### src/rtl/pvr_interp_pkg.sv
// Shared types and defaults for the plane-equation interpolation blocks
// (setup/evaluate and the span walker).
package pvr_interp_pkg;

    localparam int unsigned DEF_COEF_W = 64;
    localparam int unsigned DEF_OUT_W  = 32;
    localparam int unsigned DEF_TILE_W = 32;
    localparam int unsigned DEF_TILE_H = 32;

    // 12-bit signed screen coordinate, shared with the setup/evaluate block
    typedef logic signed [11:0] scr_coord_t;

    // Walker sequencing: wait for start, one-cycle start-value setup, pixel span
    typedef enum logic [1:0] {
        ST_IDLE = 2'd0,
        ST_INIT = 2'd1,
        ST_SPAN = 2'd2
    } walker_state_t;

    // Sign-extend a screen coordinate into a 64-bit accumulator lane
    function automatic logic signed [63:0] coord_sext64(input scr_coord_t c);
        coord_sext64 = {{52{c[11]}}, c};
    endfunction

endpackage

### src/rtl/plane_start_calc.sv
// Start value of the plane equation at the tile origin:
//   start = tile_x*ddx + tile_y*ddy + c   (modulo 2^COEF_W)
// Kept combinational and separate so it can be pipelined without
// disturbing the walker FSM.
module plane_start_calc
    import pvr_interp_pkg::*;
#(
    parameter int COEF_W = DEF_COEF_W
) (
    input  logic signed [COEF_W-1:0] i_ddx,
    input  logic signed [COEF_W-1:0] i_ddy,
    input  logic signed [COEF_W-1:0] i_c,
    input  scr_coord_t               i_tx,
    input  scr_coord_t               i_ty,
    output logic signed [COEF_W-1:0] o_start
);

    logic signed [COEF_W-1:0] w_tx_ext;
    logic signed [COEF_W-1:0] w_ty_ext;
    logic signed [COEF_W-1:0] w_px;
    logic signed [COEF_W-1:0] w_py;

    // Coordinates are sign-extended so negative tile origins multiply correctly
    assign w_tx_ext = {{(COEF_W-12){i_tx[11]}}, i_tx};
    assign w_ty_ext = {{(COEF_W-12){i_ty[11]}}, i_ty};

    // Products truncate to COEF_W bits, giving modulo-2^COEF_W arithmetic
    assign w_px    = w_tx_ext * i_ddx;
    assign w_py    = w_ty_ext * i_ddy;
    assign o_start = w_px + w_py + i_c;

endmodule

### src/rtl/plane_span_walker.sv
// Walks every pixel of a tile in raster order and emits the plane value
// x*ddx + y*ddy + c per pixel on a valid/ready stream. One start-value
// multiply in INIT, then only incremental adds per pixel.
module plane_span_walker
    import pvr_interp_pkg::*;
#(
    parameter int TILE_W = DEF_TILE_W,
    parameter int TILE_H = DEF_TILE_H,
    parameter int COEF_W = DEF_COEF_W,
    parameter int OUT_W  = DEF_OUT_W
) (
    input  logic                     clock,
    input  logic                     reset_n,
    input  logic                     start,
    input  logic signed [COEF_W-1:0] coef_ddx,
    input  logic signed [COEF_W-1:0] coef_ddy,
    input  logic signed [COEF_W-1:0] coef_c,
    input  logic signed [11:0]       tile_x,
    input  logic signed [11:0]       tile_y,
    output logic                     busy,
    output logic                     out_valid,
    input  logic                     out_ready,
    output logic signed [11:0]       out_x,
    output logic signed [11:0]       out_y,
    output logic [OUT_W-1:0]         out_value,
    output logic                     out_last
);

    localparam int CW = $clog2(TILE_W);
    localparam int RW = $clog2(TILE_H);
    localparam logic [CW-1:0] COL_MAX = CW'(TILE_W - 1);
    localparam logic [RW-1:0] ROW_MAX = RW'(TILE_H - 1);

    walker_state_t            r_state;
    logic signed [COEF_W-1:0] r_ddx;
    logic signed [COEF_W-1:0] r_ddy;
    logic signed [COEF_W-1:0] r_c;
    scr_coord_t               r_tx;
    scr_coord_t               r_ty;
    logic signed [COEF_W-1:0] r_row_acc;
    logic signed [COEF_W-1:0] r_pix_acc;
    logic [CW-1:0]            r_col;
    logic [RW-1:0]            r_row;
    logic                     r_busy;
    logic                     r_out_valid;
    logic                     r_out_last;
    scr_coord_t               r_out_x;
    scr_coord_t               r_out_y;
    logic [OUT_W-1:0]         r_out_value;

    logic signed [COEF_W-1:0] w_start_val;
    logic signed [COEF_W-1:0] w_pix_next;
    logic signed [COEF_W-1:0] w_row_next;
    logic [CW-1:0]            w_col_inc;
    logic [RW-1:0]            w_row_inc;
    logic                     w_fire;
    logic                     w_col_end;
    logic                     w_at_last;
    logic                     w_last_next;
    scr_coord_t               w_x_next;
    scr_coord_t               w_y_next;

    plane_start_calc #(
        .COEF_W (COEF_W)
    ) u_start_calc (
        .i_ddx   (r_ddx),
        .i_ddy   (r_ddy),
        .i_c     (r_c),
        .i_tx    (r_tx),
        .i_ty    (r_ty),
        .o_start (w_start_val)
    );

    // Incremental stepping: next pixel along the row, or start of next row
    assign w_pix_next  = r_pix_acc + r_ddx;
    assign w_row_next  = r_row_acc + r_ddy;
    assign w_col_inc   = r_col + {{(CW-1){1'b0}}, 1'b1};
    assign w_row_inc   = r_row + {{(RW-1){1'b0}}, 1'b1};
    assign w_fire      = r_out_valid & out_ready;
    assign w_col_end   = (r_col == COL_MAX);
    assign w_at_last   = w_col_end & (r_row == ROW_MAX);
    assign w_last_next = (w_col_inc == COL_MAX) & (r_row == ROW_MAX);
    assign w_x_next    = r_tx + 12'(w_col_inc);
    assign w_y_next    = r_ty + 12'(w_row_inc);

    // Walker FSM: all stream outputs are registered and only move on a handshake
    always_ff @(posedge clock) begin
        if (!reset_n) begin
            r_state     <= ST_IDLE;
            r_ddx       <= '0;
            r_ddy       <= '0;
            r_c         <= '0;
            r_tx        <= 12'sd0;
            r_ty        <= 12'sd0;
            r_row_acc   <= '0;
            r_pix_acc   <= '0;
            r_col       <= '0;
            r_row       <= '0;
            r_busy      <= 1'b0;
            r_out_valid <= 1'b0;
            r_out_last  <= 1'b0;
            r_out_x     <= 12'sd0;
            r_out_y     <= 12'sd0;
            r_out_value <= '0;
        end else begin
            case (r_state)
                ST_IDLE: begin
                    if (start) begin
                        r_ddx   <= coef_ddx;
                        r_ddy   <= coef_ddy;
                        r_c     <= coef_c;
                        r_tx    <= tile_x;
                        r_ty    <= tile_y;
                        r_busy  <= 1'b1;
                        r_state <= ST_INIT;
                    end
                end
                ST_INIT: begin
                    r_row_acc   <= w_start_val;
                    r_pix_acc   <= w_start_val;
                    r_col       <= '0;
                    r_row       <= '0;
                    r_out_valid <= 1'b1;
                    r_out_value <= w_start_val[OUT_W-1:0];
                    r_out_x     <= r_tx;
                    r_out_y     <= r_ty;
                    r_out_last  <= 1'b0;
                    r_state     <= ST_SPAN;
                end
                ST_SPAN: begin
                    if (w_fire) begin
                        if (w_at_last) begin
                            r_out_valid <= 1'b0;
                            r_out_last  <= 1'b0;
                            r_busy      <= 1'b0;
                            r_state     <= ST_IDLE;
                        end else if (!w_col_end) begin
                            r_col       <= w_col_inc;
                            r_pix_acc   <= w_pix_next;
                            r_out_value <= w_pix_next[OUT_W-1:0];
                            r_out_x     <= w_x_next;
                            r_out_last  <= w_last_next;
                        end else begin
                            r_col       <= '0;
                            r_row       <= w_row_inc;
                            r_row_acc   <= w_row_next;
                            r_pix_acc   <= w_row_next;
                            r_out_value <= w_row_next[OUT_W-1:0];
                            r_out_x     <= r_tx;
                            r_out_y     <= w_y_next;
                            r_out_last  <= 1'b0;
                        end
                    end
                end
                default: begin
                    r_out_valid <= 1'b0;
                    r_out_last  <= 1'b0;
                    r_busy      <= 1'b0;
                    r_state     <= ST_IDLE;
                end
            endcase
        end
    end

    assign busy      = r_busy;
    assign out_valid = r_out_valid;
    assign out_last  = r_out_last;
    assign out_x     = r_out_x;
    assign out_y     = r_out_y;
    assign out_value = r_out_value;

endmodule

### config.mk
export PLATFORM = sky130hd
export DESIGN_NAME = plane_span_walker
export DESIGN_NICKNAME = d
export VERILOG_FILES = /design/src/rtl/pvr_interp_pkg.sv /design/src/rtl/plane_start_calc.sv /design/src/rtl/plane_span_walker.sv
export SDC_FILE = /design/constraint.sdc
export NUM_CORES = 2
export LEC_CHECK = 0
export BUFFER_PORTS_ARGS = -buffer_cell sky130_fd_sc_hd__buf_4
export CAP_MARGIN = 20
export CORE_UTILIZATION = 33
export CTS_CLUSTER_SIZE = 14
export DETAILED_ROUTE_END_ITERATION = 16
export GPL_TIMING_DRIVEN = 0
export PLACE_DENSITY = 0.5
export SYNTH_ARGS = -nofsm -noshare
export SYNTH_HDL_FRONTEND = slang
export SYNTH_SLANG_ARGS = --single-unit
export TNS_END_PERCENT = 100
### constraint.sdc
create_clock -name clock -period 11.55 [get_ports clock]
set_input_delay 0.5775 -clock clock [delete_from_list [all_inputs] [get_ports clock]]
set_output_delay 0.5775 -clock clock [all_outputs]
set_load 0.05 [all_outputs]
# Word level (Yosys, flattened, before mapping)
# Index checks and enable logic that the tools add are counted.
[word_totals]
reg_bits = 415
elab_cells = 91
[classes]
muxes = 41
n_mul = 2
reduce_logical = 9
bitwise_logic = 5
addsub = 8
eq_ne = 10
[op_table]
columns = ["cell", "n"]
rows = [
  ["2-to-1 mux 64 bit", 6],
  ["adder 64 bit", 4],
  ["one-hot mux 64 bit (2 select lines)", 2],
  ["multiplier 12 x 64 -> 64 bit", 2],
  ["2-to-1 mux 32 bit", 3],
  ["2-to-1 mux 12 bit", 6],
  ["one-hot mux 32 bit (2 select lines)", 1],
  ["one-hot mux 12 bit (2 select lines)", 2],
  ["2-to-1 mux 5 bit", 6],
  ["adder 12 x 5 -> 12 bit", 2],
  ["one-hot mux 5 bit (2 select lines)", 2],
  ["== test 5 bit, second input constant", 3],
  ["adder 5 x 1 -> 5 bit, second input constant", 2],
  ["inequality test 2 bit, second input constant", 5],
  ["AND reduction 3 bit", 3],
  ["AND reduction 4 bit", 2],
  ["2-to-1 mux 1 bit", 6],
  ["2-to-1 mux 2 bit", 3],
  ["one-hot mux 1 bit (3 select lines)", 2],
  ["one-hot mux 2 bit (3 select lines)", 1],
  ["AND reduction 2 bit", 2],
  ["AND 1 bit", 3],
  ["== test 2 x 1 -> 1 bit, second input constant", 1],
  ["== test 2 bit, second input constant", 1],
  ["4 further kinds", 5],
]

# Longest topological paths before layout
[logic_depth]
depth_word = 7
depth_mapped = 27
ltp_nobuf = 25

# Hierarchy
# A second synthesis with hierarchy kept.
[unflattened]
hier_cells = 6954
hier_area_um2 = 59361.9
[by_module_without_submodules]
columns = ["module", "area_each_um2", "seq_area_each_um2", "n_inst", "cells_each"]
rows = [
  ["plane_start_calc", 43211.4, 0.0, 1, 4903],
  ["plane_span_walker", 16150.5, 6386.1, 1, 2051],
]

# Worst setup path before layout
# OpenSTA, ideal clock, no wires.
[synth_path]
path_type = "reg2reg"
from = "reg r_tx[5]"
to = "reg r_pix_acc[16]"
path_slack_ns = 4.434
path_buffers = 2
path_stages_with_launch = 26
period_less_slack_ns = 7.116
setup_ns = 0.079
arrival_ns = 7.037
path_cell_list = "dfxtp_1 -> buf_1 -> clkbuf_1 -> nand2_1 -> fa_1 -> inv_1 -> fa_1 -> inv_1 -> fa_1 -> fa_1 -> inv_1 -> fa_1 -> fa_1 -> inv_1 -> fa_1 -> inv_1 -> ha_1 -> a211o_1 -> or4_1 -> a31o_1 -> a21o_1 -> a21o_1 -> a21oi_2 -> xnor2_1 -> or2_1 -> o211ai_1"
[synth_via]
elab_chain_len = 4
[synth_rtl]
columns = ["item", "line_no", "rtl"]
rows = [
  ["start, declared", "plane_span_walker.sv:38", "scr_coord_t r_tx;"],
  ["start signal, assigned", "plane_span_walker.sv:112", "r_tx <= tile_x;"],
  ["multiplier 12 x 64 -> 64 bit", "plane_start_calc.sv:28", "assign w_px = w_tx_ext * i_ddx;"],
  ["adder 64 bit (2 in series)", "plane_start_calc.sv:30", "assign o_start = w_px + w_py + i_c;"],
  ["one-hot mux 64 bit (2 select lines)", "plane_span_walker.sv:106", "case (r_state)"],
  ["end signal, assigned", "plane_span_walker.sv:120", "r_pix_acc <= w_start_val;"],
  ["end signal, assigned", "plane_span_walker.sv:139", "r_pix_acc <= w_pix_next;"],
  ["end signal, assigned", "plane_span_walker.sv:147", "r_pix_acc <= w_row_next;"],
  ["end, declared", "plane_span_walker.sv:41", "logic signed [COEF_W-1:0] r_pix_acc;"],
]
# No other way between the ends.
# A chain may end at the register's enable or synchronous reset.

# Final worst setup path
[layout_path]
from = "reg r_tx[9]"
to = "reg r_row_acc[27]"
[layout_via]
elab_chain_len = 4
[layout_rtl]
columns = ["item", "line_no", "rtl"]
rows = [
  ["multiplier 12 x 64 -> 64 bit", "plane_start_calc.sv:28", ""],
  ["adder 64 bit (2 in series)", "plane_start_calc.sv:30", ""],
  ["one-hot mux 64 bit (2 select lines)", "plane_span_walker.sv:106", ""],
  ["end signal, assigned", "plane_span_walker.sv:119", "r_row_acc <= w_start_val;"],
  ["end signal, assigned", "plane_span_walker.sv:146", "r_row_acc <= w_row_next;"],
  ["end, declared", "plane_span_walker.sv:40", "logic signed [COEF_W-1:0] r_row_acc;"],
]
# No other way between the ends.

==> key figures <==
Layout
  – Commonest cells after routing, fill and taps aside: nand2_1 (784), inv_1 (675), fa_1 (566)
  – Fraction of layout cells with a size suffix above 1: 0.06608
  – Commonest non-fill, non-tap cell in the layout: nand2_1
  – P&R area growth vs syn: 12.87%
  – # nets final: 5050
  – Count of filler cells inserted in the layout: 10090

Timing
  – Max Clock Freq: 0.1104 GHz
  – Minimum clock period: 9.060 ns
  – Slew margin rel.: 0.1931
  – Worst setup margin: 2.490 ns
  – Setup TNS: 0 ns
  – Slew @ Worst Pin: 1.210 ns
  – Final setup vio count: 0
  – Final slew viol count: 0
  – Final Hold Fails: 0
  – Clock skew: 0.02014 ns
  – RSZ-0062 raised after global routing: false
  – Period utilisation layout: 0.7844

GRT
  – First-pass GRT wire length: 190.5 mm
  – GRT Util Overall: 0.2677
  – Vias in the first global route: 27230
  – Initial antenna violation count: 1
  – Grt total ovfl: 0
  – Largest net degree at the start of global routing: 17

Synth
  – FF+latch count, synth: 223
  – Distinct cells, synth: 86
  – Post-synth ARST share: 0
  – Sequential-to-total area share from yosys stat: 0.1394
  – Synth warn: 0
  – Cells after synthesis: 3859
  – Syn_area_per_cell: 8.296 um2
  – Mapped Area: 32020 um2
  – Most used DFF post-synth: dfxtp_1
  – Syn Nets: 4832
  – Post-synth EDFFs: 0

Clocking
  – Worst-path clk slew: 0.07 ns
  – Root Driver: clkbuf_16
  – Hold_buf cts: 0
  – CTS H-tree lvls: 1
  – CTS Buf Count: 31
  – Clock Latency Late Sink: 0.66 ns
  – CTS tree: built
  – Maximum root-to-sink buffer count: 3
  – Num Clock Sinks: 223
  – Post-CTS Setup Bufs: 0
  – Post-CTS Resized: 0

Power
  – Peak VDD IR: 0.1475 mV
  – PwrDens: 111.7 nW/um2
  – Leakage: 0.01701 uW

Placement
  – Count of buffers from port buffering: 181
  – DP Worst Slack: 2.552 ns
  – Post-DP HPWL: 112.6 mm
  – Final GP Congestion: 0.9877

Setup path
  – Worst r2r src: r_tx[9]
  – Cell family with the largest share of critical-path delay: adder cells
  – Max incr delay on CP: 0.86 ns
  – Worst EP required: 12.09 ns
  – Setup crit start: r_tx[9]
  – Slowest CP cell: clkbuf_1
  – Worst reg2reg path depth: 25
  – Crit Path Max Fanout: 10
  – Worst Setup End Kind: flip-flop
  – Critical setup path kind: flip-flop to flip-flop
  – Reg2reg end: r_row_acc[27]
  – CP Launch Type: flip-flop
  – CP bufs+invs: 6
  – R2R Setup Slk: 2.49 ns
  – Arrival @ worst endpoint: 9.60 ns
  – Most frequent CP cell: fa_1

Floorplanning
  – Initial Util: 0.3350
  – I/O pin cnt: 279
  – Die W: 313.5 um
  – Core Area: 95580 um2
  – Chip height: 313.5 um
  – Die ar.: 98270 um2
  – Num rows: 113

Route
  – Residual DRC: 0
  – Via Count: 27120
  – Via-to-Cell Ratio: 5.053
  – Drt pass-1 iters: 6
  – DR iter-0 viols: 2327
  – Routed Antenna Nets: 0
  – Routed WL per cell: 24.32 um
  – WL final: 130.5 mm

Min path
  – Hold Crit Class: primary input to flip-flop
  – Worst hold stages: 3
  – Worst Min Path Start: coef_c[5]
  – Hold endpoint: r_c[5]

Flow run
  – Max_cap viols: 0

Status
  – Status: finished, final reports clean
flip-flops by register name, indices dropped and copies added, names as in the netlist:
register   cells
out_valid      1
r_pix_acc     32
out_y         12
r_tx          12
r_row          5
r_c           32
r_state        2
r_row_acc     32
r_ddx         32
busy           1
r_ddy         32
r_col          5
r_ty          12
out_last       1
out_x         12
final cells by class:
type / instances / area (um2) / share of cell area
Antenna cell: 1 / 2.502 / 0.00006925
Buffer: 218 / 857.1 / 0.02372
Clock buffer: 38 / 842.1 / 0.02330
Clock inverter: 19 / 281.5 / 0.007790
Inverter: 677 / 2541 / 0.07032
Multi-Input combinational cell: 2741 / 24160 / 0.6684
Sequential cell: 223 / 4464 / 0.1235
Tap cell: 1265 / 1583 / 0.04380
Timing Repair Buffer: 185 / 1410 / 0.03902
tightest hold or removal path: stages:
cell	delay, ns
buf_4	0.11
nand2_1	0.05
a21oi_1	0.05
logic make-up (layout without fill, tap and decap cells):
kind of cell	after synthesis	after routing	synth area share
buf+inv	895	1137	0.1061
simple gates	1263	1263	0.1727
mux	5	5	0.001602
compound gates	569	569	0.1119
other cells	0	1	0
flops	223	223	0.1394
xor+xnor	151	151	0.04131
fa+ha+maj	753	753	0.4270
synthesized netlist by cell type, types with 10 or more instances:
cell,count,area (um2)
buf_1,20,75.07
a21oi_1,255,1276
nand2_1,784,2943
xnor2_1,103,902.1
nor3_1,27,135.1
ha_1,187,2340
inv_1,675,2534
nor2_1,146,548.0
clkbuf_1,194,728.2
xor2_1,48,420.4
nand2b_1,40,250.2
a31oi_1,13,81.33
o21ai_0,77,385.4
o21bai_1,10,75.07
o211ai_1,23,172.7
a311oi_1,13,113.9
a211oi_1,40,300.3
a21o_1,34,255.2
o21a_1,17,127.6
fa_1,566,11330
and2_1,170,1064
and3_1,12,75.07
dfxtp_1,223,4464
nand3_1,36,180.2
nor2b_1,13,81.33
routing by layer:
metal / vias to the layer above / routed length, um / global-route usage
met1: 13640 / 60350 / 0.3904
li1: 12320 / - / -
met4: 2 / 4477 / 0.08160
met2: 986 / 55830 / 0.4063
met3: 176 / 9863 / 0.04084
met5: - / 13 / 0
per-stage QoR:
stage / hold slack (ns) / power (uW) / utilization / instances / area, um2
global route: 0.1635 / 4249 / 0.3781 / 5366 / 36130
finish: 0.1604 / 4037 / 0.3781 / 5367 / 36140
floorplan: 0.4356 / 2137 / - / 3859 / 32020
detailed placement: 0.4498 / 2914 / 0.3662 / 5308 / 35000
global placement: 0.4453 / 2903 / 0.3658 / 5305 / 34960
CTS: 0.1292 / 4029 / 0.3780 / 5365 / 36120
where the power goes:
part / internal (uW) / leakage, uW / total [uW] / switching, uW
clock network: 652 / 0.000530 / 1090 / 441
logic: 659 / 0.0147 / 2000 / 1340
registers: 835 / 0.00183 / 941 / 106
total: 2150 / 0.0170 / 4040 / 1890
how the worst max path moves through the flow:
stage | slack (ns) | endpoint | cells past startpoint
finish | 2.49 | r_row_acc[27] | 25
global route | 2.22 | r_pix_acc[31] | 27
CTS | 2.50 | r_row_acc[31] | 25
detailed placement | 2.55 | r_row_acc[31] | 26
global placement | 2.46 | r_row_acc[31] | 26
floorplan | 4.43 | r_pix_acc[16] | 25
Note: power is estimated with default switching activity, not from simulation.
